## src/rtl/tfhe_axi_pkg.sv

```systemverilog
// Shared AXI constants and write-engine state encoding for the PBS result writer.
package tfhe_axi_pkg;

    localparam logic [1:0] BURST_INCR = 2'b01;
    localparam logic [1:0] RESP_OKAY  = 2'b00;

    typedef enum logic [2:0] {
        ST_IDLE,
        ST_ADDR,
        ST_DATA,
        ST_RESP,
        ST_DONE
    } wr_state_t;

    // AXI AxSIZE encoding for a power-of-two beat width in bytes.
    function automatic logic [2:0] axi_size(input int unsigned bytes);
        logic [2:0] s;
        s = '0;
        for (int unsigned i = 0; i < 8; i++) begin
            if ((32'd1 << i) == bytes) s = 3'(i);
        end
        return s;
    endfunction

endpackage

```

## src/rtl/tfhe_wr_burst_calc.sv

```systemverilog
// Combinational AW address/length generator for one INCR burst of the result writer.
module tfhe_wr_burst_calc #(
    parameter logic [63:0] BASE_ADDR    = 64'h40000000,
    parameter int unsigned BURST_LEN    = 16,
    parameter int unsigned ADDR_WIDTH   = 64,
    parameter int unsigned DATA_WIDTH   = 256,
    parameter int unsigned S_DATA_WIDTH = 32
) (
    input  logic [S_DATA_WIDTH-1:0] host_addr,
    input  logic [31:0]             remaining,
    input  logic [31:0]             burst_idx,
    output logic [ADDR_WIDTH-1:0]   awaddr,
    output logic [7:0]              awlen
);

    localparam int unsigned BURST_BYTES = BURST_LEN * DATA_WIDTH / 8;
    localparam int unsigned BURST_SHIFT = $clog2(BURST_BYTES);

    always_comb begin
        awaddr = ADDR_WIDTH'(BASE_ADDR) + ADDR_WIDTH'(host_addr)
               + (ADDR_WIDTH'(burst_idx) << BURST_SHIFT);
        awlen  = (remaining >= 32'(BURST_LEN)) ? 8'(BURST_LEN - 1) : 8'(remaining - 32'd1);
    end

endmodule

```

## src/rtl/tfhe_axi_burst_writer.sv

```systemverilog
// AXI4 write engine draining the PBS result stream into host memory as INCR bursts.
// Optional TFHE_WR_PERF_CNT_EN adds the wr_stall_cycles data-phase stall counter.
module tfhe_axi_burst_writer
    import tfhe_axi_pkg::*;
#(
    parameter logic [63:0] C_M_TARGET_SLAVE_BASE_ADDR = 64'h40000000,
    parameter int unsigned C_M_AXI_BURST_LEN          = 16,
    parameter int unsigned C_M_AXI_ADDR_WIDTH         = 64,
    parameter int unsigned C_M_AXI_DATA_WIDTH         = 256,
    parameter int unsigned C_S_AXI_DATA_WIDTH         = 32
) (
    input  logic                          M_AXI_ACLK,
    input  logic                          M_AXI_ARESET,
    input  logic                          start_wr,
    input  logic [C_S_AXI_DATA_WIDTH-1:0] host_wr_addr,
    input  logic [C_S_AXI_DATA_WIDTH-1:0] host_wr_len,
    input  logic [C_M_AXI_DATA_WIDTH-1:0] s_res_data,
    input  logic                          s_res_valid,
    output logic                          s_res_ready,
    output logic [C_M_AXI_ADDR_WIDTH-1:0] M_AXI_AWADDR,
    output logic [7:0]                    M_AXI_AWLEN,
    output logic [2:0]                    M_AXI_AWSIZE,
    output logic [1:0]                    M_AXI_AWBURST,
    output logic                          M_AXI_AWVALID,
    input  logic                          M_AXI_AWREADY,
    output logic [C_M_AXI_DATA_WIDTH-1:0] M_AXI_WDATA,
    output logic                          M_AXI_WLAST,
    output logic                          M_AXI_WVALID,
    input  logic                          M_AXI_WREADY,
    input  logic [1:0]                    M_AXI_BRESP,
    input  logic                          M_AXI_BVALID,
    output logic                          M_AXI_BREADY,
    output logic                          wr_busy,
    output logic                          wr_done,
    output logic                          wr_error
`ifdef TFHE_WR_PERF_CNT_EN
    ,
    output logic [31:0]                   wr_stall_cycles
`endif
);

    localparam int unsigned BEAT_SHIFT = $clog2(C_M_AXI_DATA_WIDTH / 8);

    wr_state_t                         state;
    logic [C_S_AXI_DATA_WIDTH-1:0]     host_addr_q;
    logic [31:0]                       remaining;
    logic [31:0]                       burst_idx;
    logic [31:0]                       beat_cnt;
    logic [31:0]                       start_beats;
    logic [31:0]                       rem_after;
    logic [C_S_AXI_DATA_WIDTH-1:0]     calc_host_addr;
    logic [31:0]                       calc_rem;
    logic [31:0]                       calc_idx;
    logic [C_M_AXI_ADDR_WIDTH-1:0]     calc_awaddr;
    logic [7:0]                        calc_awlen;
    logic                              w_fire;

    assign M_AXI_AWSIZE  = axi_size(C_M_AXI_DATA_WIDTH / 8);
    assign M_AXI_AWBURST = BURST_INCR;

    // Data phase is a direct passthrough between the result stream and the W channel.
    assign M_AXI_WDATA  = s_res_data;
    assign M_AXI_WVALID = (state == ST_DATA) && s_res_valid;
    assign s_res_ready  = (state == ST_DATA) && M_AXI_WREADY;
    assign M_AXI_WLAST  = (state == ST_DATA) && (beat_cnt == 32'(M_AXI_AWLEN));
    assign w_fire       = M_AXI_WVALID && M_AXI_WREADY;

    assign start_beats = 32'(host_wr_len >> BEAT_SHIFT);
    assign rem_after   = remaining - 32'(M_AXI_AWLEN) - 32'd1;

    // The calculator sees the values the next burst will use, so AW is loaded in one edge.
    always_comb begin
        if (state == ST_IDLE) begin
            calc_host_addr = host_wr_addr;
            calc_rem       = start_beats;
            calc_idx       = '0;
        end else begin
            calc_host_addr = host_addr_q;
            calc_rem       = rem_after;
            calc_idx       = burst_idx + 32'd1;
        end
    end

    tfhe_wr_burst_calc #(
        .BASE_ADDR    (C_M_TARGET_SLAVE_BASE_ADDR),
        .BURST_LEN    (C_M_AXI_BURST_LEN),
        .ADDR_WIDTH   (C_M_AXI_ADDR_WIDTH),
        .DATA_WIDTH   (C_M_AXI_DATA_WIDTH),
        .S_DATA_WIDTH (C_S_AXI_DATA_WIDTH)
    ) u_burst_calc (
        .host_addr (calc_host_addr),
        .remaining (calc_rem),
        .burst_idx (calc_idx),
        .awaddr    (calc_awaddr),
        .awlen     (calc_awlen)
    );

    always_ff @(posedge M_AXI_ACLK) begin
        if (M_AXI_ARESET) begin
            state         <= ST_IDLE;
            host_addr_q   <= '0;
            remaining     <= '0;
            burst_idx     <= '0;
            beat_cnt      <= '0;
            M_AXI_AWADDR  <= '0;
            M_AXI_AWLEN   <= '0;
            M_AXI_AWVALID <= 1'b0;
            M_AXI_BREADY  <= 1'b0;
            wr_busy       <= 1'b0;
            wr_done       <= 1'b0;
            wr_error      <= 1'b0;
        end else begin
            case (state)
                ST_IDLE: begin
                    if (start_wr) begin
                        wr_error    <= 1'b0;
                        host_addr_q <= host_wr_addr;
                        remaining   <= start_beats;
                        burst_idx   <= '0;
                        if (start_beats == '0) begin
                            wr_done <= 1'b1;
                            state   <= ST_DONE;
                        end else begin
                            wr_busy       <= 1'b1;
                            M_AXI_AWADDR  <= calc_awaddr;
                            M_AXI_AWLEN   <= calc_awlen;
                            M_AXI_AWVALID <= 1'b1;
                            state         <= ST_ADDR;
                        end
                    end
                end
                ST_ADDR: begin
                    if (M_AXI_AWREADY) begin
                        M_AXI_AWVALID <= 1'b0;
                        beat_cnt      <= '0;
                        state         <= ST_DATA;
                    end
                end
                ST_DATA: begin
                    if (w_fire) begin
                        beat_cnt <= beat_cnt + 32'd1;
                        if (M_AXI_WLAST) begin
                            M_AXI_BREADY <= 1'b1;
                            state        <= ST_RESP;
                        end
                    end
                end
                ST_RESP: begin
                    if (M_AXI_BVALID) begin
                        M_AXI_BREADY <= 1'b0;
                        remaining    <= rem_after;
                        if (M_AXI_BRESP != RESP_OKAY) wr_error <= 1'b1;
                        if (rem_after != '0) begin
                            burst_idx     <= burst_idx + 32'd1;
                            M_AXI_AWADDR  <= calc_awaddr;
                            M_AXI_AWLEN   <= calc_awlen;
                            M_AXI_AWVALID <= 1'b1;
                            state         <= ST_ADDR;
                        end else begin
                            wr_busy <= 1'b0;
                            wr_done <= 1'b1;
                            state   <= ST_DONE;
                        end
                    end
                end
                ST_DONE: begin
                    wr_done <= 1'b0;
                    state   <= ST_IDLE;
                end
                default: state <= ST_IDLE;
            endcase
        end
    end

`ifdef TFHE_WR_PERF_CNT_EN
    always_ff @(posedge M_AXI_ACLK) begin
        if (M_AXI_ARESET) begin
            wr_stall_cycles <= '0;
        end else if ((state == ST_IDLE) && start_wr) begin
            wr_stall_cycles <= '0;
        end else if ((state == ST_DATA) && !w_fire && (wr_stall_cycles != '1)) begin
            wr_stall_cycles <= wr_stall_cycles + 32'd1;
        end
    end
`endif

endmodule

```

## config.mk

```make
export PLATFORM = sky130hd
export DESIGN_NAME = tfhe_axi_burst_writer
export DESIGN_NICKNAME = d
export VERILOG_FILES = /design/src/rtl/tfhe_axi_pkg.sv /design/src/rtl/tfhe_wr_burst_calc.sv /design/src/rtl/tfhe_axi_burst_writer.sv
export SDC_FILE = /design/constraint.sdc
export NUM_CORES = 1
export LEC_CHECK = 0
export ABC_AREA = 1
export CELL_PAD_IN_SITES_DETAIL_PLACEMENT = 0
export CELL_PAD_IN_SITES_GLOBAL_PLACEMENT = 1
export CORE_AREA = 2 2 262 264
export DETAILED_ROUTE_END_ITERATION = 10
export DIE_AREA = 0 0 264 266
export PLACE_DENSITY_LB_ADDON = 0.1
export SLEW_MARGIN = 20
export SYNTH_ARGS = -nofsm -noshare
export SYNTH_HDL_FRONTEND = slang
export SYNTH_SLANG_ARGS = --single-unit
```

## constraint.sdc

```tcl
create_clock -name M_AXI_ACLK -period 4.31 [get_ports M_AXI_ACLK]
set_input_delay 0.431 -clock M_AXI_ACLK [delete_from_list [all_inputs] [get_ports M_AXI_ACLK]]
set_output_delay 0.431 -clock M_AXI_ACLK [all_outputs]
set_load 0.03 [all_outputs]
```

; ---- Word-level counts from Yosys, hierarchy flattened
; Cells that the tools add are included.
[word_totals]
register_bits = 208
latchBits = 0
ram_bits = 0
rom_bits = 0
input_bits = 329
output_inout_bits = 341
wordCells = 113
n_memories = 0
[classes]
add_sub_neg = 7
n_mul = 0
n_div = 0
magnitude_cmp = 1
eq_ne = 15
shifts = 0
n_mux = 54
n_bitwise = 0
n_reduce_logical = 24
[op_table]
columns = operator, n
row1 = 2-to-1 mux 32 bit, 10
row2 = 2-to-1 mux 64 bit, 4
row3 = case mux 32 bit (2 select lines), 3
row4 = case mux 64 bit (2 select lines), 1
row5 = "adder 32 x 1 -> 32 bit, second input constant", 2
row6 = adder 64 x 41 -> 64 bit, 1
row7 = 2-to-1 mux 8 bit, 5
row8 = "adder 31 x 32 -> 33 bit, first input constant", 1
row9 = == test 32 x 8 -> 1 bit, 1
row10 = ">= comparator 32 x 5 -> 1 bit, second input constant", 1
row11 = zero test 32 bit, 1
row12 = nonzero test 32 bit, 1
row13 = "subtractor 32 x 1 -> 32 bit, second input constant", 1
row14 = subtractor 32 x 8 -> 32 bit, 1
row15 = 2-to-1 mux 3 bit, 7
row16 = AND reduction 5 bit, 4
row17 = "!= test 2 bit, second input constant", 9
row18 = 2-to-1 mux 1 bit, 17
row19 = case mux 8 bit (2 select lines), 1
row20 = case mux 3 bit (4 select lines), 1
row21 = AND reduction 4 bit, 3
row22 = nonzero test 2 bit, 4
row23 = "subtractor 8 x 1 -> 8 bit, second input constant", 1
row24 = "== test 3 x 2 -> 1 bit, second input constant", 2
row25 = 11 further kinds, 19

; ---- Logic depth before layout (Yosys ltp)
; Gate-level depths: netlist (run 1).
[logic_depth]
ltp_word = 8
depth_mapped = 23

; ---- Hierarchy
; A second synthesis (run 1) with hierarchy kept.
[hier_totals]
hier_cells = 2731
hier_area_um2 = 16918.7
[by_module_without_submodules]
columns = mod, instances, cells_per_inst, area_each_um2, seq_area_each_um2
row1 = tfhe_axi_burst_writer, 1, 2211, 14084.8, 4164.0
row2 = tfhe_wr_burst_calc, 1, 520, 2834.0, 0.0

; ---- Worst setup path before layout (run 1)
; OpenSTA, ideal clock, no wires.
[synth_path]
kind = register to register
startpoint = register state[2]
endpoint = register M_AXI_AWADDR[36]
setup_ps = 70
arrival_ps = 3453
setup_slack_ps = 786
path_stages_with_launch = 20
n_path_buf = 3
cell_sequence = dfxtp_1 -> inv_1 -> nand2_1 -> buf_2 -> buf_1 -> clkbuf_1 -> nand2_1 -> o21ai_0 -> inv_1 -> ha_1 -> ha_1 -> nand2_1 -> nor4_1 -> nand3_1 -> nand3_1 -> nand3_1 -> nand2_1 -> xor2_1 -> nand2_1 -> a21oi_1
[synth_between]
elab_chain_len = 7
elab_cells_between_ends = 17
[synth_rtl]
columns = element, line_no
row1 = "start, declared", tfhe_axi_burst_writer.sv:44  ; wr_state_t state;
row2 = "start signal, assigned", tfhe_axi_burst_writer.sv:100  ; state <= ST_IDLE;
row3 = "start signal, assigned", tfhe_axi_burst_writer.sv:122  ; state <= ST_DONE;
row4 = "start signal, assigned", tfhe_axi_burst_writer.sv:128  ; state <= ST_ADDR;
row5 = zero test 3 bit, "tfhe_axi_burst_writer.sv:73, tfhe_axi_burst_writer.sv:113"
row6 = 2-to-1 mux 32 bit, tfhe_axi_burst_writer.sv:73  ; if (state == ST_IDLE) begin
row7 = adder 31 x 32 -> 33 bit, tfhe_wr_burst_calc.sv:20  ; awaddr = ADDR_WIDTH'(BASE_ADDR) + ADDR_WIDTH'(host_addr)
row8 = adder 64 x 41 -> 64 bit, tfhe_wr_burst_calc.sv:21  ; + (ADDR_WIDTH'(burst_idx) << BURST_SHIFT);
row9 = "2-to-1 mux 64 bit, on equally long branches", "tfhe_axi_burst_writer.sv:153, tfhe_axi_burst_writer.sv:120"
row10 = "2-to-1 mux 64 bit, on equally long branches", "tfhe_axi_burst_writer.sv:149, tfhe_axi_burst_writer.sv:115"
row11 = case mux 64 bit (2 select lines), tfhe_axi_burst_writer.sv:113  ; case (state)
row12 = "end signal, assigned", tfhe_axi_burst_writer.sv:125  ; M_AXI_AWADDR <= calc_awaddr;
row13 = "end signal, assigned", tfhe_axi_burst_writer.sv:155  ; M_AXI_AWADDR <= calc_awaddr;
row14 = "end, declared", tfhe_axi_burst_writer.sv:20  ; output logic [C_M_AXI_ADDR_WIDTH-1:0] M_AXI_AWADDR,
; Parallel ways exist; a longest one is shown, timed or not. The select of a mux whose other input is x is not followed.
; A chain may end at the register's enable or synchronous reset.

; ---- Worst setup path in the final report (run 1)
[layout_path]
startpoint = register burst_idx[2]
endpoint = register M_AXI_AWADDR[39]
[layout_between]
elab_chain_len = 6
elab_cells_between_ends = 8
[layout_rtl]
columns = element, line_no
row1 = "start, declared", tfhe_axi_burst_writer.sv:47  ; logic [31:0] burst_idx;
row2 = "start signal, assigned", tfhe_axi_burst_writer.sv:154  ; burst_idx <= burst_idx + 32'd1;
row3 = adder 32 x 1 -> 32 bit (*), tfhe_axi_burst_writer.sv:80  ; calc_idx = burst_idx + 32'd1;
row4 = 2-to-1 mux 32 bit (*), tfhe_axi_burst_writer.sv:73
row5 = adder 64 x 41 -> 64 bit (*), tfhe_wr_burst_calc.sv:21
row6 = "2-to-1 mux 64 bit, on equally long branches", "tfhe_axi_burst_writer.sv:153, tfhe_axi_burst_writer.sv:120"
row7 = "2-to-1 mux 64 bit, on equally long branches", "tfhe_axi_burst_writer.sv:149, tfhe_axi_burst_writer.sv:115"
row8 = case mux 64 bit (2 select lines) (*), tfhe_axi_burst_writer.sv:113
; Every way passes the cells marked *; elsewhere a longest branch is shown, timed or not. The select of a mux whose other input is x is not followed.

==> flow_metrics.py, run 1 <==
metrics = {
    "outcome": {
        "outcome": "finished clean",
    },
    "global_routing": {
        "overflow": 0,
        "grt_usage": 0.162,
        "grt_pass1_vias": 13793,
        "grt_pass1_wl_um": 86200,
        "grt_max_degree": 75,
        "antenna_found_initial": 0,
    },
    "cts": {
        "cts_tree": "done",
        "postCtsHoldBufs": 0,
        "clk_latency_ns": 0.50,
        "clockBufferDepth": 2,
        "cts_htree_levels": 4,
        "cts.sinks": 186,
        "clock-root-buffer": "clkbuf_16",
        "post_cts_buffers": 0,
        "clk_pin_slew_worst_paths_ns": 0.08,
        "cts_buffers": 17,
    },
    "critical_path": {
        "worstPathRequired_ns": 4.69,
        "critPathMaxStageDelay_ns": 0.41,
        "crit_type": "register to register",
        "crit_chain": "inv_2, nor3_2, nand2_2, inv_1, nand3_1, nor4_4, nand3_1, xor2_1, nor2_1, ha_1, nand2_1, nor3_1, nand3_1, nand3_1, nand3_1, nand2_1, nand3_1, a21oi_2, nor2_1",
        "arrival_ns": 4.23,
        "crit_path_end_kind": "register",
        "worstPathMaxFanout": 5,
        "critical_path.most_common_cell": "nand3_1",
        "cp-start-kind": "register",
        "critPathSlowestCell": "dfxtp_1",
    },
    "synth": {
        "yosysTopAreaCellShare": 0.244,
        "syn-cell-area_mm2": 0.0153,
        "synth_seq_cells": 186,
        "synth_area_leaders": "dfxtp_1, buf_4, nand2_1, nor2_1, inv_1",
        "synthTopCellsByCount": "nand2_1, nor2_1, buf_4",
        "syn_inst": 2366,
        "avgSynthCellArea_um2": 6.45,
        "async_reset_ff_frac": 0,
        "ys_seq_area_frac": 0.244,
        "yosysTopAreaCell": "dfxtp_1",
        "synth_cell_types": 51,
        "yosysMostFrequentCell": "nand2_1",
        "synth-edff-count": 0,
        "yosys_warnings": 0,
        "ys.flop_type": "dfxtp_1",
    },
    "final_layout": {
        "nNetsFinal": 2570,
        "antenna_cells": 0,
        "area_growth_pct": 5.54,
        "drive_gt1_frac": 0.0853,
    },
    "power_and_ir_drop": {
        "comb_power_share": 0.617,
        "seqPwrFrac": 0.232,
        "power_density_mw_per_mm2": 735,
        "p_leak_nw": 6.56,
        "clockPowerShare": 0.151,
        "switching_power_mw": 6.34,
        "p_sw_frac": 0.536,
        "p_int_mw": 5.50,
        "ir_worst_vdd_uv": 291,
    },
    "sta": {
        "finClkSkew_ns": 0.0206,
        "finalHoldViolCount": 0,
        "setup_total_negative_slack_ns": 0,
        "timing.hold.ws_ns": 0.450,
        "relSlewSlack": 0.369,
        "tightest_slew_ns": 0.944,
        "post-route-period-util": 0.893,
        "rsz0062_at_grt": "no",
        "maxSlewViolCount": 0,
        "setup-violations-final": 0,
        "fmax_mhz": 260,
        "min_period_ns": 3.85,
    },
    "floorplan": {
        "ios": 670,
        "start_util": 0.225,
        "die_area_mm2": 0.0702,
        "core_area_mm2": 0.0677,
        "fp.dieW_um": 264,
        "fp.dieH_um": 266,
        "core.rowCount": 96,
    },
    "drt": {
        "drt_iter0_markers": 735,
        "dr.pass1.iters": 7,
        "routed_wl_um": 57200,
        "dr_total_vias": 13862,
        "drc_errors": 0,
        "routedWlPerCell_um": 18.5,
        "viasPerCell": 4.47,
        "ant_nets": 0,
    },
    "hold_path": {
        "hold_class": "register to register",
    },
    "placement": {
        "hpwl_um": 43600,
        "gp_congestion": 0.813,
        "io_buffers": 125,
    },
    "flow_run": {
        "cap_violations": 0,
    },
}
## worst max-delay path: cells and delay by family, from the launching register on
kind                       cells  cell delay (ns)
adders and majority gates      1             0.36
DFF                            1             0.41
buffers and inverters          2             0.17
xor gates and xnor gates       1             0.20
AOI/OAI and AO/OA              1             0.25
and+or+nand+nor               14             2.35
## cells in the final DEF (no fill, tap or decap), drive strengths merged, types with 2 or more instances in the layout
master	netlist	routed
nand2	498	498
nor2	338	338
inv	235	237
dfxtp	186	186
a21oi	156	156
nand3	153	153
clkdlybuf4s50	0	124
o21ai	99	99
xor2	55	55
nor3	52	52
nand4	50	50
ha	36	36
buf	316	34
conb	2	27
a211oi	23	23
nor4	22	22
xnor2	21	21
clkbuf	49	21
or2	18	18
a221oi	17	17
a31oi	11	11
mux2i	9	9
a21o	4	4
o211ai	3	3
clkinvlp	0	3
bufinv	0	3
clkinv	0	3
and3	2	2
o21bai	2	2
o21a	2	2
fa	2	2
## flip-flops by register name (all words and copies together), names as in the netlist, 3 cells and up
| signal | flops |
|---|---|
| host_addr_q | 32 |
| M_AXI_AWADDR | 42 |
| beat_cnt | 32 |
| remaining | 32 |
| state | 3 |
| burst_idx | 32 |
| M_AXI_AWLEN | 8 |
## kinds of logic (layout without fill, tap and decap cells)
| logic type | count (synthesis) | after routing | share of synthesized area |
|---|---|---|---|
| flops | 186 | 186 | 0.244 |
| fa+ha+maj | 38 | 38 | 0.0321 |
| simple gates | 1135 | 1135 | 0.330 |
| xor+xnor | 76 | 76 | 0.0436 |
| buf+inv | 600 | 425 | 0.224 |
| compound gates | 320 | 320 | 0.120 |
| other cells | 2 | 27 | 0.000492 |
| mux | 9 | 9 | 0.00590 |
## path summary, 6_finish.rpt
path | start | end | slack (ns) | depth (start not counted)
setup / recovery | burst_idx[2] | M_AXI_AWADDR[39] | 0.46 | 19
hold / removal | host_addr_q[31] | host_addr_q[31] | 0.45 | 2
setup reg to reg | burst_idx[2] | M_AXI_AWADDR[39] | 0.46 | 19
hold reg to reg | host_addr_q[31] | host_addr_q[31] | 0.45 | 2
## what timing repair did
item / in CTS / in global routing
endpoints found under the setup margin: 0 / 6
hold endpoints to repair: 0 / 0
resized for setup: 0 / 7
## layer usage
| layer | GRT usage | vias to the layer above | share of wire |
|---|---|---|---|
| li1 | - | 7015 | - |
| met5 | 0.00832 | - | 0.00075 |
| met3 | 0.0422 | 97 | 0.053 |
| met4 | 0.0514 | 2 | 0.022 |
| met2 | 0.266 | 396 | 0.47 |
| met1 | 0.206 | 6352 | 0.46 |
## through the flow
stage | total power, mW | instances | area (um^2) | util | setup slack [ns]
floorplan | 8.20 | 2391 | 15400 | - | 0.786
global placement | 10.2 | 3066 | 15500 | 0.228 | 0.289
detailed placement | 10.2 | 3066 | 15500 | 0.228 | 0.253
CTS | 12.1 | 3098 | 16100 | 0.237 | 0.212
global route | 13.0 | 3098 | 16100 | 0.238 | 0.0395
finish | 11.8 | 3098 | 16100 | 0.238 | 0.459
## power groups by stage
stage / registers (mW) / logic [mW] / clock network (mW)
after CTS: 2.76 / 7.44 / 1.87
after floorplan: 3.01 / 5.19 / 0
after detailed placement: 2.80 / 7.40 / 0
after global placement: 2.80 / 7.43 / 0
final: 2.75 / 7.31 / 1.79
after global routing: 2.84 / 8.23 / 1.92
## layout make-up
cell class | count | area (um^2)
Timing Repair Buffer | 158 | 1530
Multi-Input combinational cell | 1605 | 8250
Tap cell | 882 | 1100
Sequential cell | 186 | 3720
Clock buffer | 21 | 450
Inverter | 235 | 886
Clock inverter | 11 | 159
Fill cell | 7784 | 51600
No activity file was read; power rests on OpenSTA's default activity.
==> inputs of run 2 (changes only) <==
- CORE_AREA: 2 2 262 264 -> 3 3 263 265
- DIE_AREA: 0 0 264 266 -> 0 0 266 268
==> run 2 against run 1 <==
Compared with the run above: clock power fell by 6%; count of clock-buffer cells in the layout fell by 2; combinational power fell by 0.8%; setup slack got worse by 0.021 ns; register-to-register slack got worse by 0.02 ns; maximum frequency fell by 0.53%; total power fell by 1.3%; worst hold slack improved by 0.00058 ns; flip-flop and latch count did not move; largest power group unchanged.
==> flow_metrics.py, run 2 (synthesized netlist as in run 1, its figures left out) <==
metrics = {
    "global_routing": {
        "grt_pass1_wl_um": 85700,
        "grt_max_degree": 75,
        "antenna_found_initial": 0,
        "overflow": 0,
        "grt_usage": 0.158,
        "grt_pass1_vias": 13991,
    },
    "cts": {
        "cts.sinks": 186,
        "cts_htree_levels": 4,
        "clk_latency_ns": 0.50,
        "clk_pin_slew_worst_paths_ns": 0.08,
        "cts_tree": "done",
        "cts_buffers": 17,
        "clockBufferDepth": 2,
        "clock-root-buffer": "clkbuf_16",
        "post_cts_buffers": 0,
    },
    "sta": {
        "rsz0062_at_grt": "no",
        "finClkSkew_ns": 0.0146,
        "post-route-period-util": 0.898,
        "timing.hold.ws_ns": 0.451,
        "relSlewSlack": 0.321,
        "setup-violations-final": 0,
        "fmax_mhz": 258,
        "finalHoldViolCount": 0,
        "setup_total_negative_slack_ns": 0,
        "maxSlewViolCount": 0,
        "min_period_ns": 3.87,
        "tightest_slew_ns": 1.01,
    },
    "drt": {
        "dr_total_vias": 13928,
        "viasPerCell": 4.52,
        "routedWlPerCell_um": 18.4,
        "drt_iter0_markers": 740,
        "ant_nets": 0,
        "dr.pass1.iters": 5,
        "routed_wl_um": 56700,
        "drc_errors": 0,
    },
    "power_and_ir_drop": {
        "p_total_mw": 11.7,
        "p_leak_nw": 6.49,
        "power_density_mw_per_mm2": 732,
        "ir_worst_vdd_uv": 312,
    },
    "critical_path": {
        "arrival_ns": 4.30,
        "crit_type": "register to register",
        "cp-start-kind": "register",
        "worstPathRequired_ns": 4.74,
        "worstPathMaxFanout": 5,
        "crit_path_end_kind": "register",
    },
    "floorplan": {
        "die_area_mm2": 0.0713,
        "fp.dieH_um": 268,
        "core.rowCount": 95,
        "fp.dieW_um": 266,
        "start_util": 0.228,
        "core_area_mm2": 0.0670,
        "ios": 670,
    },
    "final_layout": {
        "top_register": "M_AXI_AWADDR",
        "layout_commonest_cell": "nand2_1",
        "mostFrequentLayoutCells": "nand2_1, nor2_1, inv_1, dfxtp_1, nand3_1",
        "seq_area_mm2": 0.00372,
        "stdcell_count": 3080,
        "antenna_cells": 0,
        "fillers": 7655,
        "drive_gt1_frac": 0.0807,
        "multi_input_area_mm2": 0.00824,
        "largest_reg_flops": 42,
        "fin_area_mm2": 0.0160,
        "nNetsFinal": 2561,
        "area_growth_pct": 4.60,
    },
    "placement": {
        "hpwl_um": 43300,
        "place_area_mm2": 0.0154,
        "placed_cells": 3048,
        "io_buffers": 125,
        "gp_congestion": 0.807,
    },
    "flow_run": {
        "cap_violations": 0,
    },
    "outcome": {
        "outcome": "finished clean",
    },
    "hold_path": {
        "hold_class": "register to register",
    },
}
## run 2: cell count changes in the layout (fill, tap and decap cells not counted), sizes merged
cell,change
bufinv,-2
inv,+1
clkbuf,-2
buf,-9
clkinvlp,+2
clkinv,+1
## run 2: layout make-up
type                       count  share of cell area
clock buffer                  19              0.0277
sequential                   186               0.233
multi-input combinational   1605               0.516
inverter                     235              0.0555
tap                          873              0.0684
timing repair buffer         149              0.0909
clock inverter                13             0.00831
## run 2: path summary, 6_finish.rpt
kind,cells after the start,to,startpoint,slack [ns]
min reg2reg,2,wr_done,wr_done,0.45
max,19,M_AXI_AWADDR[36],burst_idx[2],0.44
max reg2reg,19,M_AXI_AWADDR[36],burst_idx[2],0.44
min,2,wr_done,wr_done,0.45
## run 2: where the power goes
group	internal, mW	total (mW)	switching [mW]
Clock	0.826	1.68	0.856
Combinational	2.28	7.25	4.97
Sequential	2.27	2.75	0.486
Total	5.37	11.7	6.31
## run 2: layer usage
layer  up-vias  routed length [um]  part of all wire  GRT usage
met4         2                1110             0.020     0.0465
li1       7010                   -                 -          -
met3        97                2950             0.052     0.0396
met1      6433               25900              0.46      0.197
met5         -                  41           0.00072     0.0105
met2       386               26700              0.47      0.267
## run 2: what timing repair did
item | 4_1_cts | 5_1_grt
resized for setup | 0 | 2
setup endpoints to repair | 0 | 7
hold buffers | 0 | 0
## run 2: critical path, stage by stage, from the launching register on
cell and delay (ns):
dfxtp_1 0.42, inv_2 0.08, nor3_2 0.25, nand2_1 0.22, inv_1 0.09, nand3_1 0.14
nor4_4 0.31, nand3_1 0.14, xor2_1 0.24, nor2_1 0.07, ha_1 0.37, nand2_1 0.14
nor4_1 0.36, nand3_1 0.11, nand3_1 0.17, nand3_1 0.09, nand2_1 0.21, xor2_1 0.18
nand2_1 0.07, a21oi_1 0.14
## run 2: per-stage QoR
step            util  setup slack [ns]
6_report       0.238             0.439
5_1_grt        0.238           0.00686
4_1_cts        0.238             0.260
3_5_place_dp   0.229             0.317
3_3_place_gp   0.229             0.327
2_1_floorplan      -             0.786
==> inputs of run 3 (changes only) <==
- CTS_CLUSTER_SIZE: default -> 14
- PLACE_DENSITY: default -> 0.74
- PLACE_DENSITY_LB_ADDON: 0.1 -> default
- RECOVER_POWER: default -> 50
==> run 3 against run 2 <==
Compared with the run above: critical path depth rose by 2; core utilization fell by 0.062 points; sequential share of layout area rose by 0.060 points; sequential power barely moved; register-to-register slack improved by 0.02 ns; via count fell by 1.8%; design area fell by 0.26%; die area did not move; combinational power fell by 3.7%; global-route usage fell by 2.6 points; critical endpoint unchanged; largest cell class unchanged.
==> flow_metrics.py, run 3 (synthesized netlist as in run 1, its figures left out) <==
metrics = {
    "critical_path": {
        "arrival_ns": 4.27,
        "crit_path_end_kind": "register",
        "critPathMaxStageDelay_ns": 0.42,
        "worstPathRequired_ns": 4.73,
        "crit_type": "register to register",
        "crit_chain": "inv_2, nor3_1, nand3_1, nor3_1, nand2_1, inv_1, nand4_1, nand2_1, inv_1, nor2_1, nor2_1, ha_1, nand2_1, nor4_1, nand3_1, nand3_1, nand3_1, nand2_1, xor2_1, nand2_1, a21oi_1",
        "critical_path.most_common_cell": "nand2_1",
        "worstPathMaxFanout": 5,
        "critPathSlowestCell": "nor4_1",
        "cp-start-kind": "register",
    },
    "sta": {
        "finClkSkew_ns": 0.00964,
        "min_period_ns": 3.85,
        "fmax_mhz": 260,
        "rsz0062_at_grt": "no",
        "setup-violations-final": 0,
        "timing.hold.ws_ns": 0.453,
        "tightest_slew_ns": 1.00,
        "finalHoldViolCount": 0,
        "post-route-period-util": 0.893,
        "relSlewSlack": 0.331,
        "setup_total_negative_slack_ns": 0,
        "worst_slack_ns": 0.462,
        "maxSlewViolCount": 0,
    },
    "flow_run": {
        "cap_violations": 0,
    },
    "global_routing": {
        "antenna_found_initial": 0,
        "grt_usage": 0.132,
        "grt_max_degree": 85,
        "overflow": 0,
        "grt_pass1_wl_um": 73500,
        "grt_pass1_vias": 12695,
    },
    "floorplan": {
        "ios": 670,
        "fp.dieW_um": 266,
        "core_area_mm2": 0.0670,
        "core.rowCount": 95,
        "fp.dieH_um": 268,
        "die_area_mm2": 0.0713,
        "start_util": 0.228,
    },
    "cts": {
        "clk_pin_slew_worst_paths_ns": 0.07,
        "postCtsHoldBufs": 0,
        "cts_buffers": 17,
        "post_cts_buffers": 0,
        "cts_htree_levels": 4,
        "cts.sinks": 186,
        "cts_resized": 0,
        "clk_latency_ns": 0.49,
        "clockBufferDepth": 2,
        "clock-root-buffer": "clkbuf_16",
        "cts_tree": "done",
    },
    "final_layout": {
        "drive_gt1_frac": 0.0764,
        "area_growth_pct": 4.33,
        "antenna_cells": 0,
        "stdcell_count": 3073,
        "nNetsFinal": 2554,
        "top_register": "M_AXI_AWADDR",
        "fin_area_mm2": 0.0159,
        "largest_reg_flops": 42,
        "layout_commonest_cell": "nand2_1",
        "mostFrequentLayoutCells": "nand2_1, nor2_1, inv_1, dfxtp_1, nand3_1",
    },
    "power_and_ir_drop": {
        "p_leak_nw": 6.48,
        "power_density_mw_per_mm2": 715,
        "ir_worst_vdd_uv": 356,
    },
    "drt": {
        "ant_nets": 0,
        "routed_wl_um": 48000,
        "drt_iter0_markers": 916,
        "dr_total_vias": 13672,
        "routedWlPerCell_um": 15.6,
        "dr.pass1.iters": 5,
        "viasPerCell": 4.45,
        "drc_errors": 0,
    },
    "outcome": {
        "outcome": "finished clean",
    },
    "placement": {
        "io_buffers": 125,
        "hpwl_um": 36400,
        "place_area_mm2": 0.0153,
        "gp_congestion": 0.893,
        "pre_cts_slack_ns": 0.463,
        "placed_cells": 3041,
    },
    "hold_path": {
        "hold_class": "register to register",
    },
}
## run 3: layout make-up
type / count / area, um^2
clock buffer: 23 / 488
multi-input combinational: 1605 / 8230
sequential: 186 / 3720
fill: 7655 / 51100
timing repair buffer: 142 / 1400
inverter: 235 / 885
clock inverter: 9 / 109
tap: 873 / 1090
## run 3: power breakdown
| part | internal (mW) | switching (mW) |
|---|---|---|
| clock network | 0.916 | 0.746 |
| registers | 2.27 | 0.472 |
| logic | 2.24 | 4.73 |
| total | 5.43 | 5.95 |
## run 3: worst max-delay path: cells and delay by family (launching register included)
family,cells,cell delay [ns]
AND/OR/NAND/NOR,15,2.45
flip-flops,1,0.39
adder cells (fa/ha/maj),1,0.38
buffers and inverters,3,0.22
XOR/XNOR,1,0.16
AO/OA/AOI/OAI,1,0.14
## run 3: final timing paths
path	slack, ns	from	depth (start not counted)	endpoint
setup reg to reg	0.46	burst_idx[2]	21	M_AXI_AWADDR[36]
hold reg to reg	0.45	host_addr_q[31]	2	host_addr_q[31]
setup / recovery	0.46	burst_idx[2]	21	M_AXI_AWADDR[36]
hold / removal	0.45	host_addr_q[31]	2	host_addr_q[31]
## run 3: per-layer routing
| metal | up-vias | global-route usage | wire (um) |
|---|---|---|---|
| met5 | - | 0 | 0 |
| met4 | 0 | 0.0439 | 1130 |
| met3 | 90 | 0.0444 | 3440 |
| met2 | 458 | 0.201 | 21000 |
| met1 | 6127 | 0.175 | 22400 |
| li1 | 6997 | - | - |
## run 3: per-stage QoR
stage / util / power (mW)
6_report: 0.238 / 11.4
5_1_grt: 0.238 / 12.4
4_1_cts: 0.238 / 11.5
3_5_place_dp: 0.229 / 9.72
3_3_place_gp: 0.229 / 9.74
2_1_floorplan: - / 8.20
